**config.mk**
```make
export PLATFORM = sky130hd
export DESIGN_NAME = chain_tap_sum_flat
export DESIGN_NICKNAME = d
export VERILOG_FILES = /design/src/rtl/chain_tap_sum_pkg.sv /design/src/rtl/chain_tap_sum_if.sv /design/src/rtl/chain_tap_stage.sv /design/src/rtl/chain_tap_sum.sv /design/src/flat_wrapper.sv
export SDC_FILE = /design/constraint.sdc
export NUM_CORES = 1
export LEC_CHECK = 0
export CELL_PAD_IN_SITES_DETAIL_PLACEMENT = 0
export CELL_PAD_IN_SITES_GLOBAL_PLACEMENT = 1
export CORE_MARGIN = 2
export CORE_UTILIZATION = 33
export CTS_BUF_LIST = sky130_fd_sc_hd__clkbuf_2
export DETAILED_ROUTE_END_ITERATION = 7
export GPL_TIMING_DRIVEN = 0
export PLACE_DENSITY = 0.78
export SLEW_MARGIN = 20
export SYNTH_ARGS = -nofsm -noshare
export SYNTH_HDL_FRONTEND = slang
export SYNTH_HIERARCHICAL = 1
export SYNTH_SLANG_ARGS = --single-unit
```
**constraint.sdc**
```tcl
create_clock -name clk -period 3.5 [get_ports clk]
set_input_delay 1.05 -clock clk [delete_from_list [all_inputs] [get_ports clk]]
set_output_delay 1.05 -clock clk [all_outputs]
set_load 0.02 [all_outputs]
```
**src/rtl/chain_tap_sum_pkg.sv**
```systemverilog
// Shared types and width helpers for the sliding-window tap-sum engine.
package chain_tap_sum_pkg;

    typedef enum logic {
        MODE_WRAP = 1'b0,
        MODE_SAT  = 1'b1
    } mode_t;

    // Widest sample width the saturation constant can describe.
    localparam int SAT_MAX_W = 64;

    // Adder width that can hold DEPTH full-scale samples without overflow.
    function automatic int sum_width(input int width, input int depth);
        return width + $clog2(depth);
    endfunction

    // Largest unsigned value representable in 'width' bits.
    function automatic logic [SAT_MAX_W-1:0] sat_max(input int width);
        return (SAT_MAX_W'(1) << width) - SAT_MAX_W'(1);
    endfunction

endpackage

```
**src/rtl/chain_tap_sum_if.sv**
```systemverilog
// One valid/ready sample stream; the producer side is master, the consumer side is slave.
interface chain_tap_sum_if #(
    parameter int WIDTH = 4
);
    logic             valid;
    logic             ready;
    logic [WIDTH-1:0] data;

    modport master (output valid, output data, input  ready);
    modport slave  (input  valid, input  data, output ready);
endinterface

```
**src/rtl/chain_tap_stage.sv**
```systemverilog
// One window tap: WIDTH-bit register that loads on enable and clears synchronously.
module chain_tap_stage #(
    parameter int WIDTH = 4
) (
    input  logic             clk,
    input  logic             clr,
    input  logic             en,
    input  logic [WIDTH-1:0] d,
    output logic [WIDTH-1:0] q
);

    // Clear wins over load so reset/flush always leave an empty window.
    always_ff @(posedge clk) begin
        if (clr)     q <= '0;
        else if (en) q <= d;
    end

endmodule

```
**src/rtl/chain_tap_sum.sv**
```systemverilog
// Sliding-window tap-sum engine: a DEPTH-stage sample chain, a selectable
// tap adder, warm-up tracking and a single output register with valid/ready.
module chain_tap_sum
    import chain_tap_sum_pkg::*;
#(
    parameter int    WIDTH = 4,
    parameter int    DEPTH = 3,
    parameter mode_t MODE  = MODE_WRAP
) (
    input  logic               clk,
    input  logic               rst,
    input  logic               flush,
    input  logic [DEPTH-1:0]   tap_en,
    chain_tap_sum_if.slave     in_s,
    chain_tap_sum_if.master    out_m
);

    localparam int                SUM_W   = sum_width(WIDTH, DEPTH);
    localparam int                CNT_W   = $clog2(DEPTH);
    localparam logic [SUM_W-1:0]  SAT_MAX = SUM_W'(sat_max(WIDTH));
    localparam logic [CNT_W-1:0]  FULL_AT = CNT_W'(DEPTH - 1);

    logic [DEPTH-1:0][WIDTH-1:0] tap_q;
    logic [DEPTH-1:0][WIDTH-1:0] chain_d;
    logic [SUM_W-1:0]            sum;
    logic [WIDTH-1:0]            result;
    logic [CNT_W-1:0]            fill_cnt;
    logic                        full;
    logic                        accept;
    logic                        clr;
    logic                        out_valid;
    logic [WIDTH-1:0]            out_data;
    logic                        unused_tail;

    assign clr    = rst | flush;
    assign full   = (fill_cnt == FULL_AT);

    // Ready never looks at in_valid; a flush cycle refuses input outright.
    assign in_s.ready = !flush && (!out_valid || out_m.ready);
    assign accept     = in_s.valid && in_s.ready;

    assign out_m.valid = out_valid;
    assign out_m.data  = out_data;

    // Each stage takes its upstream neighbour; stage 0 takes the new sample.
    assign chain_d = {tap_q[DEPTH-2:0], in_s.data};

    // The oldest tap only ages out of the window, so it never feeds the adder.
    assign unused_tail = ^tap_q[DEPTH-1];

    for (genvar k = 0; k < DEPTH; k++) begin : g_tap
        chain_tap_stage #(.WIDTH(WIDTH)) u_stage (
            .clk (clk),
            .clr (clr),
            .en  (accept),
            .d   (chain_d[k]),
            .q   (tap_q[k])
        );
    end

    // Sum the post-shift window: incoming sample as tap 0, t[k-1] as tap k.
    always_comb begin
        sum = tap_en[0] ? SUM_W'(in_s.data) : '0;
        for (int k = 1; k < DEPTH; k++) begin
            if (tap_en[k]) sum = sum + SUM_W'(tap_q[k-1]);
        end
    end

    // Narrow the full-precision sum to WIDTH bits by wrapping or clamping.
    always_comb begin
        result = sum[WIDTH-1:0];
        if (MODE == MODE_SAT && sum > SAT_MAX) result = SAT_MAX[WIDTH-1:0];
    end

    // Count warm-up accepts; stops once the window holds DEPTH-1 samples.
    always_ff @(posedge clk) begin
        if (clr)                 fill_cnt <= '0;
        else if (accept && !full) fill_cnt <= fill_cnt + 1'b1;
    end

    // Output register: load on a full-window accept, else retire when taken.
    always_ff @(posedge clk) begin
        if (clr) begin
            out_valid <= 1'b0;
            out_data  <= '0;
        end else if (accept && full) begin
            out_valid <= 1'b1;
            out_data  <= result;
        end else if (out_m.ready) begin
            out_valid <= 1'b0;
        end
    end

endmodule
```
**src/flat_wrapper.sv**
```systemverilog
// flat-port wrapper written by rule: the top's interface ports become plain ports
module chain_tap_sum_flat import chain_tap_sum_pkg::*;
#(
    parameter int    WIDTH = 4,
    parameter int    DEPTH = 3,
    parameter mode_t MODE  = MODE_WRAP
)
  (clk, rst, flush, tap_en, in_s_valid, in_s_data, in_s_ready, out_m_valid, out_m_data, out_m_ready);
  chain_tap_sum_if #(.WIDTH(WIDTH)) in_s_i ();
  chain_tap_sum_if #(.WIDTH(WIDTH)) out_m_i ();
  input  logic clk;
  input  logic rst;
  input  logic flush;
  input  logic [DEPTH-1:0] tap_en;
  input wire logic [$bits(in_s_i.valid)-1:0] in_s_valid;
  input wire logic [$bits(in_s_i.data)-1:0] in_s_data;
  output wire logic [$bits(in_s_i.ready)-1:0] in_s_ready;
  output wire logic [$bits(out_m_i.valid)-1:0] out_m_valid;
  output wire logic [$bits(out_m_i.data)-1:0] out_m_data;
  input wire logic [$bits(out_m_i.ready)-1:0] out_m_ready;
  assign in_s_i.valid = in_s_valid;
  assign in_s_i.data = in_s_data;
  assign in_s_ready = in_s_i.ready;
  assign out_m_valid = out_m_i.valid;
  assign out_m_data = out_m_i.data;
  assign out_m_i.ready = out_m_ready;
  chain_tap_sum #(.WIDTH(WIDTH), .DEPTH(DEPTH), .MODE(MODE)) u_core (.clk(clk), .rst(rst), .flush(flush), .tap_en(tap_en), .in_s(in_s_i), .out_m(out_m_i));
endmodule
```
==> results.toml <==
[status]
status = "complete, no violations"

[worst_setup_path]
r2r_setup_slack_ns = 0.66
crit_required_ns = 3.74
cp_slowest_stage_delay_ns = 0.50
cp-end-kind = "register"
crit_path_top_delay_cell = "or4_4"
cp_cell_sequence = "buf_6 > nand2_2 > inv_2 > ha_4 > inv_2 > fa_2 > xnor2_1 > mux2_4 > ha_4 > nand3_2 > buf_4 > a21oi_2 > or4_4 > a2111oi_4 > nand3b_1"
arrival_ns = 3.60
cp-start-kind = "input pin"
crit_type = "input pin to register"
cp_max_fo = 4

[floorplan]
die_h_um = 56.8
dieArea_mm2 = 0.00322
io_pins = 18
initial_utilization = 0.339
dieWidth_um = 56.8
core_area_mm2 = 0.00271
rows = 19

[global_route]
grt_use_met1 = 0.152
grt.busiest_layer = "met2"
grt_pass1_wl_um = 3390
use_met2 = 0.246
grt_antenna_before_repair = 0
grt_max_degree = 17
grt-ovfl-total = 0
use_met3 = 0.0484
grt_usage = 0.135
grt_pass1_vias = 789

[cts]
path_clk_slew_ns = 0.15
cts_tree = "built"
hold_buffers = 0
clock_latency_ns = 0.28
h-tree-depth = 1
cts_buffer_depth = 2
cts_sinks = 15
cts_buffers = 3
root_buffer = "clkbuf_2"

[synth]
netlist_area_um2 = 918
yosys_warnings = 6
synth_area_per_cell_um2 = 9.18
synth_area_leaders = "dfxtp_1, mux2i_1, ha_1"
synth_edf_count = 0
seq_area_frac_synth = 0.327
yosysUniqueCellTypes = 29
synthCells = 100
yosys_register_bits = 15
synth_area_leader_cell = "dfxtp_1"
synth_flop_cell = "dfxtp_1"
synth.top_cell.area_share = 0.327
postSynthNetCount = 121
postSynth.asyncResetShare = 0

[final_layout]
final_common_cell = "dfxtp_1"
areaGrowthSynthToFinish_pct = 39.2
final_cell_mix = "dfxtp_1, clkdlybuf4s50_1, nor2_1"
drive_gt1_frac = 0.256
finish.utilization = 0.472
diodes = 0
postLayoutCellArea_mm2 = 0.00128
nets = 147

[timing]
max_freq_mhz = 297
drv_slew = 0
timing.hold.ws_ns = 0.464
grt_setup_unrepaired = "no"
max_slew_margin = 0.669
setup_viol = 0
hold_viol = 0
min_period_over_period = 0.961
clock-skew-final_ns = 0.0157
min_period_ns = 3.36
tightest_slew_ns = 0.492

[route]
wire_per_inst_um = 12.5
antenna_left = 0
drt_iter0_markers = 25
drc = 0
via_per_inst = 4.87
firstDrtPassIters = 4
via_count = 760
drt-total-wl_um = 1960

[placed_design]
io_buffers = 17
place_area_mm2 = 0.00116
gp_congestion = 0.705
dpl.hpwl_um = 1490

[job]
max_cap_violations = 0

[power]
p_leak_uw = 0.000488
power_density_mw_per_mm2 = 256
vdd_drop_max_mv = 0.176

[min_path]
min_path_type = "register to register"
[worst paths after layout]
path                                                           startpoint                                end  depth (start not counted)
worst max-delay path                                            tap_en[0]  u_core/out_m.data[3]$_SDFFE_PP0P_                         15
worst min-delay path                    u_core/out_m.data[0]$_SDFFE_PP0P_  u_core/out_m.data[0]$_SDFFE_PP0P_                          2
worst max register to register  u_core/g_tap[0].u_stage/q[0]$_SDFFE_PP0P_  u_core/out_m.data[3]$_SDFFE_PP0P_                         12
worst min register to register          u_core/out_m.data[0]$_SDFFE_PP0P_  u_core/out_m.data[0]$_SDFFE_PP0P_                          2
[cells in the mapped netlist (all sizes together) (2+ instances only)]
| cell | instances |
|---|---|
| ha | 7 |
| o2111ai | 3 |
| mux2i | 10 |
| a21oi | 7 |
| clkinv | 2 |
| nor2b | 2 |
| nand2 | 8 |
| clkbuf | 2 |
| nand2b | 4 |
| fa | 2 |
| nand3 | 2 |
| inv | 6 |
| nor2 | 13 |
| xnor2 | 3 |
| dfxtp | 15 |
| and2 | 2 |
[worst max-delay path, delay by kind of cell]
kind | cells | cell delay [ns]
XOR/XNOR | 1 | 0.13
AND/OR/NAND/NOR | 4 | 0.77
multiplexers | 1 | 0.28
AO/OA/AOI/OAI | 2 | 0.33
adder cells (fa/ha/maj) | 3 | 0.74
buffers and inverters | 4 | 0.30
[area by class of cell]
type | count | area (µm²)
multi-input combinational | 75 | 679
tap | 31 | 38.8
sequential | 15 | 300
clock buffer | 4 | 20.0
timing repair buffer | 21 | 200
buffer | 2 | 10.0
inverter | 8 | 30.0
fill | 276 | 1430
[through the flow]
| stage | setup slack [ns] | std cells | total power [µW] | setup TNS [ns] |
|---|---|---|---|---|
| floorplan | 0.0295 | 100 | 214 | 0 |
| global placement | -0.643 | 148 | 238 | -0.702 |
| detailed placement | -0.692 | 148 | 239 | -0.842 |
| CTS | 0.00517 | 156 | 330 | 0 |
| global route | 0.0292 | 156 | 350 | 0 |
| finish | 0.135 | 156 | 327 | 0 |
[timing repair]
action                                  CTS  global route
pin swaps                                11             3
gates resized for setup                  23             2
endpoints found under the setup margin    1             1
setup buffers                             4             0
[kinds of logic after synthesis]
group | count (synthesis) | share of synthesized area
mux | 11 | 0.121
xor+xnor | 3 | 0.0286
buf+inv | 10 | 0.0436
fa+ha+maj | 9 | 0.139
compound gates | 15 | 0.113
simple gates | 37 | 0.228
flops | 15 | 0.327
[flip-flops by register name, summed over array words and instances, names as in the netlist]
name                    cells
u_core/fill_cnt             2
u_core/g_tap.u_stage/q      8
u_core/out_m.data           4
u_core/out_m.valid          1
[metal layers]
metal	vias to the layer above	part of all wire
met4	0	0
met1	355	0.44
met3	0	0.027
met5	-	0
li1	396	-
met2	9	0.53
[power breakdown]
part | internal [µW] | total [µW] | leakage, µW | switching, µW
logic | 36.9 | 69.9 | 0.000351 | 33.0
clock network | 30.3 | 82.7 | 0.0000166 | 52.4
registers | 173 | 175 | 0.000121 | 1.96
Note: power is estimated with default switching activity, not from simulation.
